<file path="src/rtl/down_counter_timer.sv">
// down_counter_timer: loadable down-counting timer with a prescaled tick,
// one-shot or auto-reload operation, pause and stop.
// Optional macro DOWN_COUNTER_TIMER_IRQ_EN adds a sticky irq output with an
// irq_clear strobe.
module down_counter_timer #(
  parameter int unsigned WIDTH    = 8,
  parameter int unsigned PRESCALE = 1
) (
  input  logic             clk,
  input  logic             reset_n,
  input  logic             load,
  input  logic [WIDTH-1:0] load_value,
  input  logic             start,
  input  logic             pause,
  input  logic             stop,
  input  logic             auto_reload,
`ifdef DOWN_COUNTER_TIMER_IRQ_EN
  input  logic             irq_clear,
  output logic             irq,
`endif
  output logic [WIDTH-1:0] count,
  output logic             busy,
  output logic             tc_pulse
);

  localparam int unsigned     PW      = (PRESCALE > 1) ? $clog2(PRESCALE) : 1;
  localparam logic [PW-1:0]   PS_LAST = PW'(PRESCALE - 1);
  localparam logic [WIDTH-1:0] ONE    = WIDTH'(1);

  typedef enum logic [1:0] {
    IDLE  = 2'd0,
    RUN   = 2'd1,
    PAUSE = 2'd2,
    DONE  = 2'd3
  } state_t;

  state_t           state_q, state_d;
  logic [WIDTH-1:0] count_q, count_d;
  logic [WIDTH-1:0] reload_q, reload_d;
  logic [PW-1:0]    presc_q, presc_d;
  logic             tc_q, tc_d;
  logic [WIDTH-1:0] start_val;
  logic             active;
  logic             tick;

  // A same-cycle load feeds start directly, so load+start begins from load_value.
  assign start_val = load ? load_value : reload_q;
  // Leaving PAUSE counts as an active cycle, so a pause of N cycles
  // delays the countdown by exactly N cycles.
  assign active    = ((state_q == RUN) || (state_q == PAUSE)) && !pause;
  assign tick      = active && (presc_q == PS_LAST);

  always_comb begin
    state_d  = state_q;
    count_d  = count_q;
    reload_d = reload_q;
    presc_d  = presc_q;
    tc_d     = 1'b0;
    if (stop) begin
      state_d = IDLE;
      count_d = '0;
      presc_d = '0;
    end else begin
      if (load) begin
        reload_d = load_value;
        if (state_q == IDLE) begin
          count_d = load_value;
        end
      end
      unique case (state_q)
        IDLE, DONE: begin
          if (start && (start_val != '0)) begin
            count_d = start_val;
            presc_d = '0;
            state_d = RUN;
          end
        end
        RUN, PAUSE: begin
          if (pause) begin
            state_d = PAUSE;
          end else begin
            state_d = RUN;
            if (tick) begin
              presc_d = '0;
              if (count_q > ONE) begin
                count_d = count_q - ONE;
              end else if (count_q == ONE) begin
                tc_d = 1'b1;
                if (auto_reload && (reload_q != '0)) begin
                  count_d = reload_q;
                end else begin
                  count_d = '0;
                  state_d = DONE;
                end
              end
            end else begin
              presc_d = presc_q + 1'b1;
            end
          end
        end
        default: state_d = IDLE;
      endcase
    end
  end

  always_ff @(posedge clk or negedge reset_n) begin
    if (!reset_n) begin
      state_q  <= IDLE;
      count_q  <= '0;
      reload_q <= '0;
      presc_q  <= '0;
      tc_q     <= 1'b0;
    end else begin
      state_q  <= state_d;
      count_q  <= count_d;
      reload_q <= reload_d;
      presc_q  <= presc_d;
      tc_q     <= tc_d;
    end
  end

`ifdef DOWN_COUNTER_TIMER_IRQ_EN
  // Sticky interrupt: a terminal count outranks a coincident clear.
  always_ff @(posedge clk or negedge reset_n) begin
    if (!reset_n) begin
      irq <= 1'b0;
    end else if (tc_q) begin
      irq <= 1'b1;
    end else if (irq_clear) begin
      irq <= 1'b0;
    end
  end
`endif

  assign count    = count_q;
  assign tc_pulse = tc_q;
  assign busy     = (state_q == RUN) || (state_q == PAUSE);

endmodule

</file>
<file path="config.mk">
export PLATFORM = sky130hd
export DESIGN_NAME = down_counter_timer
export DESIGN_NICKNAME = d
export VERILOG_FILES = /design/src/rtl/down_counter_timer.sv
export SDC_FILE = /design/constraint.sdc
export NUM_CORES = 1
export LEC_CHECK = 0
export BUFFER_PORTS_ARGS = -buffer_cell sky130_fd_sc_hd__buf_2
export CORE_MARGIN = 2
export CORE_UTILIZATION = 40
export CTS_BUF_LIST = sky130_fd_sc_hd__clkbuf_16
export CTS_CLUSTER_DIAMETER = 120
export DETAILED_ROUTE_END_ITERATION = 6
export GPL_ROUTABILITY_DRIVEN = 0
export PLACE_DENSITY_LB_ADDON = 0.3
export SLEW_MARGIN = 40
export SYNTH_ARGS = -nofsm -noshare
export SYNTH_HDL_FRONTEND = slang
export SYNTH_SLANG_ARGS = --single-unit
</file>
<file path="constraint.sdc">
create_clock -name clk -period 2.4 [get_ports clk]
set_input_delay 0.12 -clock clk [delete_from_list [all_inputs] [get_ports clk]]
set_output_delay 0.12 -clock clk [all_outputs]
set_load 0.03 [all_outputs]
</file>
==> summary.md, run 1 <==
| Metric | Value |
|---|---|
| Leak pwr | `0.773 nW` |
| Clk_skew | `between 5 and 6 ps` |
| Async SR Flop Fraction | `100%` |
| Crit path max fanout | `8` |
| Vias in the first global route | `~1400` |
| Post-cts hold buffer count | `1` |
| Die Ht | `about 65 microns` |
| Initial antenna violation count | `0` |
| Routed WL per cell | `about 17 microns` |
| Gates resized, CTS repair | `0` |
| VDD IR max | `around 330 uV` |
| # diodes | `0` |
| Worst Setup SP | `reload_q[6]` |
| Slew margin rel. | `about three fifths` |
| R2r worst-path depth | `5` |
| Worst Hold Class | `input pin to register` |
| Fmax | `between 0.4 and 0.5 GHz` |
| CTS tree | `done` |
| Placement Cell Area | `roughly 1700 sq um` |
| Num CTS Buffers | `3` |
| Clk Latency, worst-skew pair | `between 200 and 300 ps` |
| GR Util All Layers | `between 20% and 30%` |
| Reg2Reg Launch Point | `reload_q[6]` |
| First-pass GRT wire length | `approximately 7 mm` |
| Final wirelength | `4.17 mm` |
| Row count | `22` |
| Layout cells sized above 1 | `26.8%` |
| R2R setup slack | `between 200 and 250 ps` |
| CP arrival | `roughly 2300 ps` |
| Max Cap Violations | `0` |
| Setup CP Type | `register to register` |
| Worst-path clk slew | `about 60 ps` |
| Final WS setup | `~250 ps` |
| Worst setup SP type | `register` |
| Cell Area, Synth | `around 1500 sq um` |
| Vias per cell | `6.14` |
| Largest net degree at the start of global routing | `21` |
| Antenna-violating nets left | `0` |
| Max H-tree Level | `1` |
| Status | `complete, no violations` |
| Min Clock Period, post-route | `2150 ps` |
| Setup Fix Bufs, Post-CTS | `0` |
| Hold Fails Final Rpt | `0` |
| Final global-route overflow total | `0` |
| PortBufs | `24` |
| CP endpoint kind | `register` |
| Total iterations of the first detailed-routing run | `4` |
| Area grow syn2layout | `17.6%` |
| Post-synth top flop | `dfrtp_1` |
| Setup TNS | `0 ps` |
| Hold_ws | `between 100 and 150 ps` |
| Hold depth | `2` |
| Fin area | `1770 sq um` |
| Core area | `roughly 3600 sq um` |
| Initial core utilization | `just over 40%` |
| Total number of vias | `between 1000 and 1500` |
| Avg Synthesized Cell Area | `between 8 and 9 sq um` |
| Design Power | `around 1.6 mW` |
| Worst hold start | `pause` |
| Final setup viols | `0` |
| Post-DP HPWL | `around 3.2 mm` |
| RSZ-0062 raised after global routing | `false` |
| Register bit total from synthesis | `20` |
| Net Count, Synth | `between 150 and 200` |
| Cell count after synthesis | `about 170` |
| Most frequent cells in the layout | `buf_2, dfrtp_1, nor2_1` |
| Post-synth cell types | `46` |
| Clk buf depth | `2` |
| Die width | `~65 microns` |
| Die Area | `4270 sq um` |
| Clk root buf | `clkbuf_16` |
| Pwr/cell area | `around 900 nW/um^2` |
| Worst Tran Pin Value | `~620 ps` |
| Commonest non-fill, non-tap cell in the layout | `buf_2` |
| Initial DRC count | `111` |
| # clock sinks | `20` |
| CP required | `2530 ps` |
| Setup Slack @ Placement | `250 ps` |
| Part of the Yosys area used for sequential elements | `around a third` |
| Yosys warns | `0` |
| EDFF count, synth | `0` |
| Period Utilization, post-route | `approximately nine tenths` |
| Fin nets | `approximately 210` |
| IO Pins | `25` |
| Final slew viol count | `0` |
| DRC | `0` |
[final cells by class]
cell class / count / area [sq um]
Clock buffer: 3 / 75.1
Clock inverter: 1 / 3.75
Fill cell: 374 / 1860
Inverter: 9 / 33.8
Multi-Input combinational cell: 132 / 936
Sequential cell: 20 / 500
Tap cell: 48 / 60.1
Timing Repair Buffer: 29 / 160
[registers in the layout, summed over array words and instances (netlist names)]
name,count
reload_q,8
tc_pulse,1
presc_q,1
count,8
state_q,2
[cell families (layout without fill, tap and decap cells)]
logic type,Yosys count,count (layout),share of synthesized area (%)
AND/OR/NAND/NOR,60,60,22.8
XOR/XNOR,2,2,1.16
multiplexers,14,14,10.1
buffers and inverters,17,42,4.49
flip-flops,20,20,33.3
adder cells (fa/ha/maj),3,3,2.50
AO/OA/AOI/OAI,53,53,25.7
[cells in the mapped netlist (2+ instances only)]
cell        n  area (sq um)
clkbuf_1    4          15.0
nor2_1     18          67.6
nor4_1      8          50.1
a21oi_1    14          70.1
mux2i_1     5          50.1
buf_2       3          15.0
a211oi_1    3          22.5
a221oi_1    2          17.5
o2bb2ai_1   2          17.5
nor2b_1     3          18.8
a31oi_1     2          12.5
a31o_2      2          17.5
o22ai_1     4          25.0
o221ai_1    2          17.5
nand2_1    14          52.6
mux2_2      9           101
dfrtp_1    20           500
nor3b_1     2          15.0
or4_4       2          22.5
a211o_1     6          52.6
o21ai_0     6          30.0
inv_1       8          30.0
and2_1      3          18.8
ha_1        3          37.5
nor3_1      2          10.0
xor2_1      2          17.5
[per-stage QoR]
| step | util (%) | instances |
|---|---|---|
| 3_3_place_gp | 46.2 | 237 |
| 2_1_floorplan | - | 169 |
| 5_1_grt | 48.7 | 242 |
| 3_5_place_dp | 46.2 | 237 |
| 4_1_cts | 48.7 | 242 |
| 6_report | 48.7 | 242 |
[layer usage]
| metal | vias up | track usage [%] | share of wire (%) |
|---|---|---|---|
| met1 | 714 | 32.6 | 47 |
| met5 | - | 0 | 0 |
| li1 | 694 | - | - |
| met4 | 0 | 7.29 | 1.6 |
| met2 | 71 | 33.2 | 45 |
| met3 | 7 | 1.54 | 6.5 |
[final timing paths]
kind,endpoint
setup / recovery,count[4]
hold / removal,state_q[0]
setup reg to reg,count[4]
hold reg to reg,presc_q
max in group asynchronous,count[0]
min in group asynchronous,reload_q[7]
[critical path, stage by stage, from the launching register on]
cell and delay (ps):
dfrtp_1 420, nor4_1 510, a211o_1 350, and2_1 380, a22oi_1 160, a22o_1 230
[where the power goes]
| group | switching, mW | internal (mW) |
|---|---|---|
| Combinational | 0.442 | 0.312 |
| Clock | 0.123 | 0.222 |
| Sequential | 0.107 | 0.397 |
(Power assumes the default switching activity.)
==> run 2, diff against run 1 <==
- BUFFER_PORTS_ARGS: -buffer_cell sky130_fd_sc_hd__buf_2 -> -buffer_cell sky130_fd_sc_hd__buf_4
==> run 2 against run 1 <==
Effect of this change: register-to-register slack worse by 60 ps; flip-flop and latch count unchanged; power up 1.5%; critical path type unchanged; largest cell class unchanged; highest routed layer unchanged.
==> summary.md, run 2 (synthesis results as in run 1) <==
| Metric | Value |
|---|---|
| IO Pins | `25` |
| Slew margin rel. | `59.8%` |
| Clk_skew | `2.94 ps` |
| Die Area | `4270 sq um` |
| Worst setup SP type | `register` |
| First-pass GRT wire length | `7.31 mm` |
| # clock sinks | `20` |
| Clk pwr share | `a little over a fifth` |
| CP required | `around 2500 ps` |
| Largest net degree at the start of global routing | `21` |
| Status | `complete, no violations` |
| Core area | `~3600 sq um` |
| Row count | `22` |
| Num CTS Buffers | `3` |
| Hold Fails Final Rpt | `0` |
| Switch share | `a little over two fifths` |
| Hold depth | `2` |
| Clk root buf | `clkbuf_16` |
| # diodes | `0` |
| Placement Cell Area | `between 1500 and 2000 sq um` |
| Vias per cell | `6.29` |
| Flop pwr share | `between 30% and 40%` |
| Worst Tran Pin Value | `between 600 and 700 ps` |
| Setup Fix Bufs, Post-CTS | `0` |
| PortBufs | `24` |
| Met1 WL | `1.89 mm` |
| Fmax | `0.451 GHz` |
| Final setup viols | `0` |
| Initial antenna violation count | `0` |
| Final slew viol count | `0` |
| Total iterations of the first detailed-routing run | `4` |
| Clk buf depth | `2` |
| Gate power share | `a little under half` |
| Max Cap Violations | `0` |
| Final WS setup | `around 180 ps` |
| RSZ-0062 raised after global routing | `false` |
| Antenna-violating nets left | `0` |
| Setup TNS | `0 ps` |
| CP arrival | `2360 ps` |
| Setup CP Type | `register to register` |
| Met2 wire len | `approximately 2.0 mm` |
| Worst Hold Class | `input pin to register` |
| Most frequent cells in the layout | `buf_4, dfrtp_1, nor2_1` |
| Design Power | `between 1.5 and 2 mW` |
| GR Util All Layers | `between 20% and 30%` |
| DRC | `0` |
| Final global-route overflow total | `0` |
| CP endpoint kind | `register` |
| Final wirelength | `around 4.2 mm` |
| Initial core utilization | `around 41%` |
| Top routing layer in use | `met4` |
| Non-Filler Instances | `approximately 240` |
| VDD IR max | `approximately 390 uV` |
| Min Clock Period, post-route | `2220 ps` |
| Switching power | `approximately 0.68 mW` |
| Clk Latency, worst-skew pair | `~260 ps` |
| Max H-tree Level | `1` |
| Layout cells sized above 1 | `a little over a quarter` |
| Die width | `approximately 65 microns` |
| Fin nets | `between 200 and 250` |
| Die Ht | `between 60 and 70 microns` |
| Met3 WL | `between 300 and 400 microns` |
| R2r worst-path depth | `8` |
| Routed WL per cell | `17.5 microns` |
| Setup Slack @ Placement | `~220 ps` |
| Initial DRC count | `167` |
| Period Utilization, post-route | `~92%` |
| Placed Cells | `about 240` |
| Worst-path clk slew | `roughly 60 ps` |
| Fin area | `~1800 sq um` |
| CTS tree | `done` |
| Area grow syn2layout | `21.1%` |
| Commonest non-fill, non-tap cell in the layout | `buf_4` |
| Crit path max fanout | `11` |
| Pwr/cell area | `around 890 nW/um^2` |
| Post-DP HPWL | `~3.2 mm` |
| Total number of vias | `between 1500 and 2000` |
| Vias in the first global route | `about 1500` |
| Leak pwr | `about 0.8 nW` |
| Int Power | `approximately 0.95 mW` |
[run 2: cell count changes in the layout (fill, tap and decap cells not counted), sizes merged]
cell  change
buf       -1
[run 2: what timing repair did]
item                                    4_1_cts  5_1_grt
gates resized for setup                       0        0
hold endpoints to repair                     20        0
endpoints found under the setup margin        0        0
hold buffers                                  1        0
[run 2: path summary, 6_finish.rpt]
path / endpoint / slack (ps) / from
max: count[7] / 180 / state_q[0]
min: state_q[0] / 90 / pause
max reg2reg: count[7] / 180 / state_q[0]
min reg2reg: state_q[1] / 550 / state_q[1]
max in group asynchronous: count[4] / 1890 / reset_n
min in group asynchronous: presc_q / 290 / reset_n
[run 2: final cells by class]
class                   instances  area, sq um
fillers                       332         1810
multi-input cells             132          936
flip-flops and latches         20          500
repair buffers                 28          213
clock buffers                   3         75.1
well taps                      48         60.1
inverters                       9         33.8
clock inverters                 1         3.75
[run 2: power groups by stage]
stage	Clock [mW]	Sequential (mW)	Combinational [mW]
global placement	0	0.502	0.747
finish	0.357	0.502	0.769
detailed placement	0	0.507	0.757
CTS	0.356	0.501	0.763
global route	0.376	0.513	0.840
floorplan	0	0.548	0.483
[run 2: stage by stage]
step / hold WS (ps) / util (%)
floorplan: -176 / -
global placement: 15.8 / 47.7
detailed placement: 20.6 / 47.7
CTS: 95.6 / 50.1
global route: 101 / 50.1
finish: 89.5 / 50.1
[run 2: critical path, stage by stage, from the launching register on]
cell	delay, ps
dfrtp_1	350
inv_1	50
ha_1	290
buf_4	180
nor3b_2	390
nand4_4	250
o21ai_0	220
a221oi_1	80
a2111oi_2	290
[run 2: routing by layer]
layer  vias to the layer above  global-route usage (%)
met5                         -                       0
met4                         0                    3.65
met3                         8                    4.79
met2                        75                    35.7
met1                       745                    30.1
li1                        688                       -
